**src/rtl/cei_mochila_pkg.sv**
```systemverilog
// System-level sizing constants for the cei_mochila SoC.
package cei_mochila_pkg;

  localparam int unsigned PERIPH_NMASTERS        = 2;
  localparam int unsigned PERIPH_MAX_OUTSTANDING = 2;

endpackage

```
**src/rtl/obi_pkg.sv**
```systemverilog
// OBI request/response bundles shared by all masters and slaves of the subsystem.
package obi_pkg;

  typedef struct packed {
    logic        req;
    logic        we;
    logic [3:0]  be;
    logic [31:0] addr;
    logic [31:0] wdata;
  } obi_req_t;

  typedef struct packed {
    logic        gnt;
    logic        rvalid;
    logic [31:0] rdata;
  } obi_resp_t;

endpackage

```
**src/rtl/periph_arb_idx_fifo.sv**
```systemverilog
// In-order FIFO of granted master indices; head names the owner of the next rvalid.
module periph_arb_idx_fifo #(
  parameter int unsigned Depth = 2,
  parameter int unsigned Width = 1,
  localparam int unsigned PtrW = (Depth > 1) ? $clog2(Depth) : 1,
  localparam int unsigned CntW = $clog2(Depth + 1)
) (
  input  logic             clk_i,
  input  logic             rst_ni,
  input  logic             push_i,
  input  logic [Width-1:0] data_i,
  input  logic             pop_i,
  output logic             full_o,
  output logic             empty_o,
  output logic [Width-1:0] head_o,
  output logic [CntW-1:0]  count_o
);

  logic [Width-1:0] mem_q [Depth];
  logic [PtrW-1:0]  wr_ptr_q, wr_ptr_d;
  logic [PtrW-1:0]  rd_ptr_q, rd_ptr_d;
  logic [CntW-1:0]  count_q, count_d;
  logic             do_push, do_pop;

  assign full_o  = (count_q == CntW'(Depth));
  assign empty_o = (count_q == '0);
  assign head_o  = mem_q[rd_ptr_q];
  assign count_o = count_q;

  assign do_push = push_i && !full_o;
  assign do_pop  = pop_i && !empty_o;

  always_comb begin
    wr_ptr_d = wr_ptr_q;
    rd_ptr_d = rd_ptr_q;
    count_d  = count_q;
    if (do_push) begin
      wr_ptr_d = (wr_ptr_q == PtrW'(Depth - 1)) ? '0 : wr_ptr_q + 1'b1;
    end
    if (do_pop) begin
      rd_ptr_d = (rd_ptr_q == PtrW'(Depth - 1)) ? '0 : rd_ptr_q + 1'b1;
    end
    case ({do_push, do_pop})
      2'b10:   count_d = count_q + 1'b1;
      2'b01:   count_d = count_q - 1'b1;
      default: count_d = count_q;
    endcase
  end

  always_ff @(posedge clk_i or negedge rst_ni) begin
    if (!rst_ni) begin
      wr_ptr_q <= '0;
      rd_ptr_q <= '0;
      count_q  <= '0;
    end else begin
      wr_ptr_q <= wr_ptr_d;
      rd_ptr_q <= rd_ptr_d;
      count_q  <= count_d;
    end
  end

  // Storage needs no reset: an entry is only read after it has been pushed.
  always_ff @(posedge clk_i) begin
    if (do_push) begin
      mem_q[wr_ptr_q] <= data_i;
    end
  end

endmodule

```
**src/rtl/periph_obi_arbiter.sv**
```systemverilog
// Round-robin OBI arbiter in front of the peripheral subsystem slave port,
// with request locking until grant and in-order routing of responses.
module periph_obi_arbiter
  import obi_pkg::*;
  import cei_mochila_pkg::*;
#(
  parameter int unsigned NumMasters     = PERIPH_NMASTERS,
  parameter int unsigned MaxOutstanding = PERIPH_MAX_OUTSTANDING,
  localparam int unsigned IdxW = (NumMasters > 1) ? $clog2(NumMasters) : 1,
  localparam int unsigned CntW = $clog2(MaxOutstanding + 1)
) (
  input  logic                       clk_i,
  input  logic                       rst_ni,
  input  obi_req_t  [NumMasters-1:0] master_req_i,
  output obi_resp_t [NumMasters-1:0] master_resp_o,
  output obi_req_t                   slave_req_o,
  input  obi_resp_t                  slave_resp_i,
  output logic [CntW-1:0]            outstanding_o
);

  logic [IdxW-1:0] rr_ptr_q, rr_ptr_d;
  logic [IdxW-1:0] locked_idx_q, locked_idx_d;
  logic            lock_q, lock_d;
  logic [IdxW-1:0] rr_sel, cand, sel;
  logic            found;
  logic            issue, grant, pop;
  logic            fifo_full, fifo_empty;
  logic [IdxW-1:0] fifo_head;

  always_comb begin
    rr_sel = rr_ptr_q;
    cand   = '0;
    found  = 1'b0;
    for (int unsigned k = 0; k < NumMasters; k++) begin
      cand = IdxW'((32'(rr_ptr_q) + k) % NumMasters);
      if (!found && master_req_i[cand].req) begin
        rr_sel = cand;
        found  = 1'b1;
      end
    end
  end

  // A locked master keeps the port even if it drops req; the slave then sees req=0.
  assign sel   = lock_q ? locked_idx_q : rr_sel;
  assign issue = rst_ni && master_req_i[sel].req && !fifo_full;
  assign grant = issue && slave_resp_i.gnt;
  assign pop   = slave_resp_i.rvalid && !fifo_empty;

  always_comb begin
    slave_req_o     = master_req_i[sel];
    slave_req_o.req = issue;
  end

  always_comb begin
    rr_ptr_d     = rr_ptr_q;
    lock_d       = lock_q;
    locked_idx_d = locked_idx_q;
    if (grant) begin
      lock_d   = 1'b0;
      rr_ptr_d = (sel == IdxW'(NumMasters - 1)) ? '0 : sel + 1'b1;
    end else if (issue) begin
      lock_d       = 1'b1;
      locked_idx_d = sel;
    end
  end

  always_ff @(posedge clk_i or negedge rst_ni) begin
    if (!rst_ni) begin
      rr_ptr_q     <= '0;
      lock_q       <= 1'b0;
      locked_idx_q <= '0;
    end else begin
      rr_ptr_q     <= rr_ptr_d;
      lock_q       <= lock_d;
      locked_idx_q <= locked_idx_d;
    end
  end

  periph_arb_idx_fifo #(
    .Depth (MaxOutstanding),
    .Width (IdxW)
  ) u_idx_fifo (
    .clk_i   (clk_i),
    .rst_ni  (rst_ni),
    .push_i  (grant),
    .data_i  (sel),
    .pop_i   (pop),
    .full_o  (fifo_full),
    .empty_o (fifo_empty),
    .head_o  (fifo_head),
    .count_o (outstanding_o)
  );

  for (genvar gi = 0; gi < NumMasters; gi++) begin : g_resp
    logic route_rsp;
    assign route_rsp         = pop && (fifo_head == IdxW'(gi));
    assign master_resp_o[gi] = '{gnt:    grant && (sel == IdxW'(gi)),
                                 rvalid: route_rsp,
                                 rdata:  route_rsp ? slave_resp_i.rdata : 32'h0};
  end

`ifndef SYNTHESIS
  always_ff @(posedge clk_i) begin
    if (rst_ni && slave_resp_i.rvalid) begin
      assert (!fifo_empty)
        else $warning("periph_obi_arbiter: rvalid with nothing outstanding, response dropped");
    end
  end
`endif

endmodule
```
**config.mk**
```make
export PLATFORM = sky130hd
export DESIGN_NAME = periph_obi_arbiter
export DESIGN_NICKNAME = d
export VERILOG_FILES = /design/src/rtl/cei_mochila_pkg.sv /design/src/rtl/obi_pkg.sv /design/src/rtl/periph_arb_idx_fifo.sv /design/src/rtl/periph_obi_arbiter.sv
export SDC_FILE = /design/constraint.sdc
export NUM_CORES = 1
export LEC_CHECK = 0
export CAP_MARGIN = 20
export CORE_AREA = 2 2 123 125
export CTS_CLUSTER_SIZE = 24
export DETAILED_ROUTE_END_ITERATION = 8
export DIE_AREA = 0 0 125 127
export GPL_TIMING_DRIVEN = 0
export SLEW_MARGIN = 20
export SYNTH_ARGS = -nofsm -noshare
export SYNTH_HDL_FRONTEND = slang
export SYNTH_SLANG_ARGS = --single-unit
export TNS_END_PERCENT = 100
```
**constraint.sdc**
```tcl
create_clock -name clk_i -period 3.3 [get_ports clk_i]
set_clock_uncertainty 0.1 [all_clocks]
set_input_delay 0.66 -clock clk_i [delete_from_list [all_inputs] [get_ports clk_i]]
set_output_delay 0.66 -clock clk_i [all_outputs]
set_load 0.02 [all_outputs]
```
# Word level (Yosys, flattened, before mapping)
# Memory sizes are Yosys's and may differ from the RTL's.
# Index checks and enable logic that the tools add are counted.
# op_classes
n_eq_ne,3
n_lt_le_gt_ge,3
n_reduce_logical,18
bitwise_logic,3
muxes,19
addsub,6
# ops
op,count
70-bit two-way mux,6
32-bit two-way mux,2
1-bit logical AND,11
1-bit two-way mux,10
"1-bit by 2-bit < comparator with 1-bit output, second input constant",3
"1-bit adder, second input constant",4
"2-bit equality test, second input constant",2
2-bit case mux with 2 select lines,1
2-bit nonzero test,2
1-bit zero test,3
1-bit inverter,3
"2-bit by 1-bit adder with 2-bit output, second input constant",1
"2-bit by 1-bit equality test with 1-bit output, second input constant",1
2-bit zero test,1
2-bit AND reduction,1
"2-bit by 1-bit subtractor with 2-bit output, second input constant",1
# word_totals
in_bits,176
ram_bits,2
out_inout_bits,140
wordCells,59
mem_count,1
register_bits,7
# mem_list
memory,words,word_bits,read_ports,rd_clocked_by_memory_dff,wr,line,rtl
u_idx_fifo.mem_q,2,1,1,0,1,periph_arb_idx_fifo.sv:19,logic [Width-1:0] mem_q [Depth];

# Depth between registers and ports, before layout
# Gate-level depths: netlist of the first run.
# depth
ltp_word,15
ltp_mapped,7
mapped_depth_nobuf,7

# Modules after synthesis
# A second synthesis of the first run with hierarchy kept.
# unflattened
hier_cells,210
hier_area_um2,2147.1
# by_module_without_submodules
module,n_inst,seq_area_each_um2,cells_each,area_per_inst_um2
periph_obi_arbiter,1,75.1,189,1879.3
periph_arb_idx_fifo,1,160.2,21,267.8

# Worst setup path after synthesis of the first run
# OpenSTA, ideal clock, no wires.
# synth_timing
path_kind,input to output
startpoint,in master_req_i[69] (netlist name)
endpoint,out slave_req_o[10] (netlist name)
slack_ns,0.863
required_ns,2.540
cell_stages,6
t_arrival_ns,1.677
cell_sequence,inv_2 -> a21oi_1 -> o31a_1 -> buf_6 -> buf_12 -> mux2_4
# synth_lines
element,line,rtl
start: declaration,periph_obi_arbiter.sv:14,"input obi_req_t [NumMasters-1:0] master_req_i,"
end: declaration,periph_obi_arbiter.sv:16,"output obi_req_t slave_req_o,"

==> results.ini, run 1 <==
[die]
start_util_pct = 14.5
std_cell_rows = 44
dieArea_um2 = 15900
dieHeight_um = 127
io-pin-count = 316
core_area_um2 = 14400
die_x_um = 125

[clocking]
clock_path_buffers = 2
cts_hold_buffers = 0
cts-buffers-inserted = 3
cts_tree = done
cts.htree.levels = 1
cts_root_buf = clkbuf_16
cts.sinks = 9
cts.clk_slew.worst_paths_ps = 40
clkLatencyLatePin_ps = 240

[pwr]
p_total_w = 0.00359
leakagePower_nw = 3.07
p_seq_share_pct = 5.9
clockPowerShare_pct = 6.1
switchingPower_w = 0.00158
peakVddDrop_v = 0.000378
power_frac_comb_pct = 87.9
p_int_w = 0.00200
powerDensity_nw_per_um2 = 646
power.share.switching_pct = 44.1

[grt]
grt_max_degree = 11
grt_pass1_wl_um = 15700
grt_pass1_vias = 2711
antenna_found_initial = 0
grtUsageTotal_pct = 12.3
gr-total-overflow = 0

[critical_path]
crit_path_end_kind = output port
critPathMaxFanout = 10
crit_path_start_kind = input pin
reg2regPathDepth = 6
crit_type = in2out
crit_required_ps = 2540
worstPathArrival_ps = 2440

[timing]
max_freq_ghz = 0.313
grt_setup_unrepaired = false
max_slew_margin_pct = 71.2
setup_viol = 0
slew_viol_final = 0
finalCritPeriodShare_pct = 96.8
fin_tns_setup_ps = 0
tightest_slew_ps = 431
finalWorstSetupSlack_ps = 104
fin_crit_ps = 3200
holdWs_ps = 241
hold_viol = 0

[synthesis]
synth_nets = 376
synth_enable_flop_cells = 2
synthSimpleGateAreaFrac_pct = 22.9
synthArstFlopShare_pct = 77.8
synth-xor-area-share_pct = 2.10
synth_top_family_by_area = multiplexers
synth_area_leaders = mux2_4 47%, and2_1 19%, dfrtp_1 8.4%
synth_fa_ha_area_share_pct = 0.599
synth_commonest_cells = 66 x mux2_4, 64 x and2_1, 7 x dfrtp_1, 7 x nor2_1
synth_compound_area_share_pct = 3.23
syn-cell-area_um2 = 2090
yosysUniqueCellTypes = 28
yosys_register_bits = 9
synth_top_area_cell = mux2_4
yosysMostFrequentCell = mux2_4
yosys_warnings = 0
syn-instance-count = 199
synth_ff_type = dfrtp_1
synth.top_cell.area_share_pct = 47.4
synthMuxAreaShare_pct = 50.0
ys_seq_area_share_pct = 11.3
syn_avg_cell_area_um2 = 10.5

[outcome]
outcome = finished clean

[route]
routed_wl_um = 11100
dr.pass1.iters = 4
drtIter0Drc = 64
via_per_inst = 3.81
ant_nets = 0
dr_total_vias = 2691
drc_errors = 0
avgRoutedWirePerCell_um = 15.7

[job]
maxCapViolations = 0

[min_path]
hp-class = in2async

[place]
numPortBuffers = 315
pre_cts_slack_ps = -364
hpwl_um = 9550
gp_congestion = 0.879

[cells_and_area]
antenna_cells = 0
area_delta_synth_final_pct = 166
drive_gt1_share_pct = 19.3
fillers = 1467
final_nets = 700

[final timing paths]
kind	slack [ps]	end	from
setup / recovery	100	slave_req_o[16]	master_req_i[69]
hold / removal	240	rr_ptr_q$_DFFE_PN0P_	rst_ni
setup reg to reg	1500	u_idx_fifo.count_o[1]$_DFFE_PN0P_	u_idx_fifo.count_o[0]$_DFFE_PN0P_
hold reg to reg	390	u_idx_fifo.rd_ptr_q$_DFFE_PN0P_	u_idx_fifo.rd_ptr_q$_DFFE_PN0P_
max in group asynchronous	2560	u_idx_fifo.wr_ptr_q$_DFFE_PN0P_	rst_ni
min in group clk_i	390	u_idx_fifo.rd_ptr_q$_DFFE_PN0P_	u_idx_fifo.rd_ptr_q$_DFFE_PN0P_
[per-layer routing]
metal	GRT usage, %	part of all wire, %	up-vias
met5	0	0	-
met3	1.97	5.2	13
met1	15.2	40	1243
li1	-	-	1323
met4	2.09	1.2	0
met2	22.8	54	112
[repair_timing]
item                       CTS  global route
pin swaps                    1             0
setup buffers                3             1
resized for setup          113            43
setup endpoints to repair  131            33
[cell families after synthesis]
group / Yosys count
DFF: 9
xor gates and xnor gates: 5
adders and majority gates: 1
and+or+nand+nor: 81
muxes: 71
buffers and inverters: 22
AOI/OAI and AO/OA: 10
[power groups by stage]
stage          clock (W)  combinational [W]  sequential (W)
2_1_floorplan          0            0.00209        0.000218
3_3_place_gp           0            0.00342        0.000209
3_5_place_dp           0            0.00343        0.000210
4_1_cts         0.000219            0.00319        0.000210
5_1_grt         0.000229            0.00332        0.000222
6_report        0.000219            0.00315        0.000213
[sequential cells by signal, indices dropped and copies added (netlist names)]
register and cells:
locked_idx_q 1, u_idx_fifo.mem_q 2, rr_ptr_q 1, u_idx_fifo.wr_ptr_q 1
lock_q 1, u_idx_fifo.count_o 2, u_idx_fifo.rd_ptr_q 1
[placed cells by master, fill, tap and decap left out, types with 2 or more instances in the layout]
cell,n
dlymetal6s2s_1,33
clkbuf_2,7
nor2_1,6
a21oi_1,3
xnor2_1,4
inv_1,4
edfxtp_1,2
clkbuf_16,3
mux2_4,66
dlygate4sd2_1,99
mux2i_1,2
clkdlybuf4s50_1,179
buf_12,6
clkbuf_4,2
nand2_1,4
buf_4,7
and2_1,64
mux2_2,3
dfrtp_1,7
and3_1,3
[metrics by stage]
stage          cell area [um2]  util [%]  std cells
2_1_floorplan             2090         -        199
3_3_place_gp              5470      37.9        698
3_5_place_dp              5470      37.9        698
4_1_cts                   5470      37.9        705
5_1_grt                   5550      38.5        706
6_report                  5550      38.5        706
[cell type report]
class	instances	area, um2	share of cell area (%)
Multi-Input combinational cell	168	1660	29.8
Sequential cell	9	235	4.24
Clock buffer	3	75.1	1.35
Timing Repair Buffer	319	3130	56.3
Clock inverter	1	5.00	0.0902
Inverter	5	18.8	0.338
Tap cell	184	230	4.15
Buffer	17	204	3.67
[critical path, stage by stage]
cell	delay, ps
dlygate4sd2_1	300
inv_2	80
a21oi_1	160
o31a_1	190
buf_8	190
buf_12	170
mux2_4	330
dlygate4sd2_1	330
(Power assumes the default switching activity.)
==> inputs of run 2 (changes only) <==
- CORE_AREA: 2 2 123 125 -> 2 2 121 123
- DIE_AREA: 0 0 125 127 -> 0 0 123 125
- SLEW_MARGIN: 20 -> 0
- SYNTH_HIERARCHICAL: unset -> 1
==> results.ini, run 2 <==
[critical_path]
worstPathArrival_ps = 2410  ; -30 ps
critPathMaxFanout = 10  ; unchanged
critPathTopFamily = buffers and inverters
crit_type = in2out
setup.worst_path.end = master_resp_o[66]
r2r-end = u_idx_fifo/count_o[1]$_DFFE_PN0P_
crit_path_end_kind = output port
max_stage_delay_ps = 590  ; +260 ps
cp_num_buf_inv = 4  ; -1
regToRegSetupSlack_ps = 1280  ; -220 ps
crit_start = slave_resp_i[32]
reg2regPathDepth = 9  ; +3
crit_slowest_cell = clkdlybuf4s50_1
crit_required_ps = 2540  ; about the same
cpMostUsedCell = clkdlybuf4s50_1
crit_path_start_kind = input pin
r2r_start = u_idx_fifo/count_o[0]$_DFFE_PN0P_
cp.depth = 6  ; -2
cp_cell_sequence = clkdlybuf4s50_1 > nor2b_4 > clkbuf_2 > and2_1 > buf_4 > clkdlybuf4s50_1

[synthesis]
synth.top_cell.area_share_pct = 46.9  ; -0.57 points
syn-cell-area_um2 = 2150  ; +2.8%
synth_ff_type = dfrtp_1
synthSimpleGateAreaFrac_pct = 24.9  ; +2.0 points
synth_commonest_cells = 67 x mux2_4, 34 x and2_1, 34 x and3_1, 9 x clkbuf_1, 8 x nand2_1
synthArstFlopShare_pct = 77.8  ; unchanged
synth_nets = 387  ; +2.9%
yosysUniqueCellTypes = 26  ; -7.1%
ys_seq_area_share_pct = 11.0  ; -0.30 points
yosys_warnings = 6  ; +6
syn_avg_cell_area_um2 = 10.2  ; -2.6%
synth_area_leaders = mux2_4 47%, and2_1 9.9%, and3_1 9.9%
synth_top_family_by_area = multiplexers
synth_top_area_cell = mux2_4
synth_fa_ha_area_share_pct = 0.583  ; -0.016 points
yosys_register_bits = 9  ; unchanged
synth_enable_flop_cells = 2  ; unchanged
synthMuxAreaShare_pct = 49.0  ; -1.0 points
syn-instance-count = 210  ; +5.5%
synth_compound_area_share_pct = 2.39  ; -0.84 points
synth-xor-area-share_pct = 2.04  ; -0.056 points
yosysMostFrequentCell = mux2_4

[die]
die_x_um = 123  ; -1.6%
dieArea_um2 = 15400  ; -3.1%
io-pin-count = 316  ; unchanged
start_util_pct = 15.1  ; +0.63 points
dieHeight_um = 125  ; -1.6%
std_cell_rows = 44  ; unchanged
core_area_um2 = 14200  ; -1.5%

[cells_and_area]
drive_gt1_share_pct = 18.9  ; -0.45 points
final_util_pct = 39.4  ; +0.87 points
area_delta_synth_final_pct = 160
antenna_cells = 0  ; unchanged
layout_commonest_cell = clkdlybuf4s50_1
final_nets = 707  ; +1.0%
stdcell_count = 713  ; +0.99%
final_cell_mix = 211 x clkdlybuf4s50_1, 72 x dlygate4sd2_1, 67 x mux2_4, 34 x and2_1, 34 x and3_1

[timing]
fin_tns_setup_ps = 0  ; unchanged
max_freq_ghz = 0.316  ; +0.97%
tightest_slew_ps = 402  ; -28.7 ps
grt_setup_unrepaired = false
finalCritPeriodShare_pct = 95.9  ; -0.93 points
max_slew_margin_pct = 73.2  ; +2.0 points
fin_crit_ps = 3170  ; -30.6 ps
setup_viol = 0  ; unchanged
hold_viol = 0  ; unchanged
slew_viol_final = 0  ; unchanged

[clocking]
clock_path_buffers = 2  ; unchanged
cts.clk_slew.worst_paths_ps = 40  ; about the same
cts_setup_buffers = 0  ; -3
cts_root_buf = clkbuf_16
cts-buffers-inserted = 3  ; unchanged
cts.sinks = 9  ; unchanged
clkLatencyLatePin_ps = 230  ; about the same
cts_hold_buffers = 0  ; unchanged
cts_tree = done
cts.htree.levels = 1  ; unchanged

[job]
maxCapViolations = 0  ; unchanged

[grt]
grt_pass1_wl_um = 18100  ; +15%
grt_max_degree = 11  ; unchanged
grt_pass1_vias = 3100  ; +14%
grtUsageTotal_pct = 15.4  ; +3.1 points
gr-total-overflow = 0  ; unchanged
antenna_found_initial = 0  ; unchanged

[pwr]
p_total_w = 0.00374  ; +4.2%
powerDensity_nw_per_um2 = 669  ; +3.5%
leakagePower_nw = 2.96  ; -3.5%
peakVddDrop_v = 0.000248  ; -34%

[route]
via_per_inst = 4.03  ; +5.6%
ant_nets = 0  ; unchanged
dr_total_vias = 2871  ; +6.7%
dr.pass1.iters = 4  ; unchanged
routed_wl_um = 12900  ; +17%
drc_errors = 0  ; unchanged
avgRoutedWirePerCell_um = 18.2  ; +16%
drtIter0Drc = 62  ; -3.1%

[place]
hpwl_um = 11000  ; +15%
gp_congestion = 0.762  ; -13%
place_inst = 709  ; +1.6%
numPortBuffers = 315  ; unchanged

[outcome]
outcome = finished clean

[min_path]
hp-class = in2async

## run 2: cells by family after synthesis
family | after synthesis
XOR/XNOR | 5
AO/OA/AOI/OAI | 9
buffers and inverters | 24
multiplexers | 71
flip-flops | 9
AND/OR/NAND/NOR | 91
adder cells (fa/ha/maj) | 1
## run 2: repair_timing
item | in CTS | in global routing
endpoints found under the setup margin | 134 | 45
gates resized for setup | 89 | 42
gates cloned | 0 | 0
## run 2: worst min path at each step
stage                                    start                           endpoint  slack, ps
2_1_floorplan                           rst_ni                 lock_q$_DFFE_PN0P_        260
3_3_place_gp   u_idx_fifo/rd_ptr_q$_DFFE_PN0P_    u_idx_fifo/rd_ptr_q$_DFFE_PN0P_        370
3_5_place_dp   u_idx_fifo/rd_ptr_q$_DFFE_PN0P_    u_idx_fifo/rd_ptr_q$_DFFE_PN0P_        380
4_1_cts                                 rst_ni  u_idx_fifo/count_o[0]$_DFFE_PN0P_        360
5_1_grt                                 rst_ni    u_idx_fifo/wr_ptr_q$_DFFE_PN0P_        390
6_report                                rst_ni  u_idx_fifo/count_o[0]$_DFFE_PN0P_        360
## run 2: power by group
part	switching (W)	internal, W	leakage (nW)
logic	0.00161	0.00171	2.83
registers	0.0000450	0.000165	0.0955
clock network	0.0000516	0.000161	0.0382
total	0.00171	0.00203	2.96
## run 2: stage by stage
stage / cell area [um2] / setup slack, ps / hold WS (ps)
after global routing: 5590 / 6.47 / 385
after CTS: 5540 / 0.125 / 357
after detailed placement: 5530 / -525 / 378
after floorplan: 2150 / 843 / 264
final: 5590 / 135 / 356
after global placement: 5530 / -557 / 367
## run 2: layout make-up
| type | count | area (um2) |
|---|---|---|
| buffer | 20 | 216 |
| clock buffer | 4 | 78.8 |
| fill | 1415 | 8610 |
| inverter | 4 | 15.0 |
| multi-input combinational | 177 | 1710 |
| sequential | 9 | 235 |
| tap | 184 | 230 |
| timing repair buffer | 315 | 3100 |
## run 2: layer usage
metal	track usage, %	wire, um
met3	7.48	1950
met4	1.74	68
met5	0	0
met2	27.6	6100
met1	16.8	4830
==> inputs of run 3 (changes only) <==
- HOLD_SLACK_MARGIN: unset -> 0.05
==> results of run 3 <==
The final DEF is identical to that of run 2; final timing and power are the same.
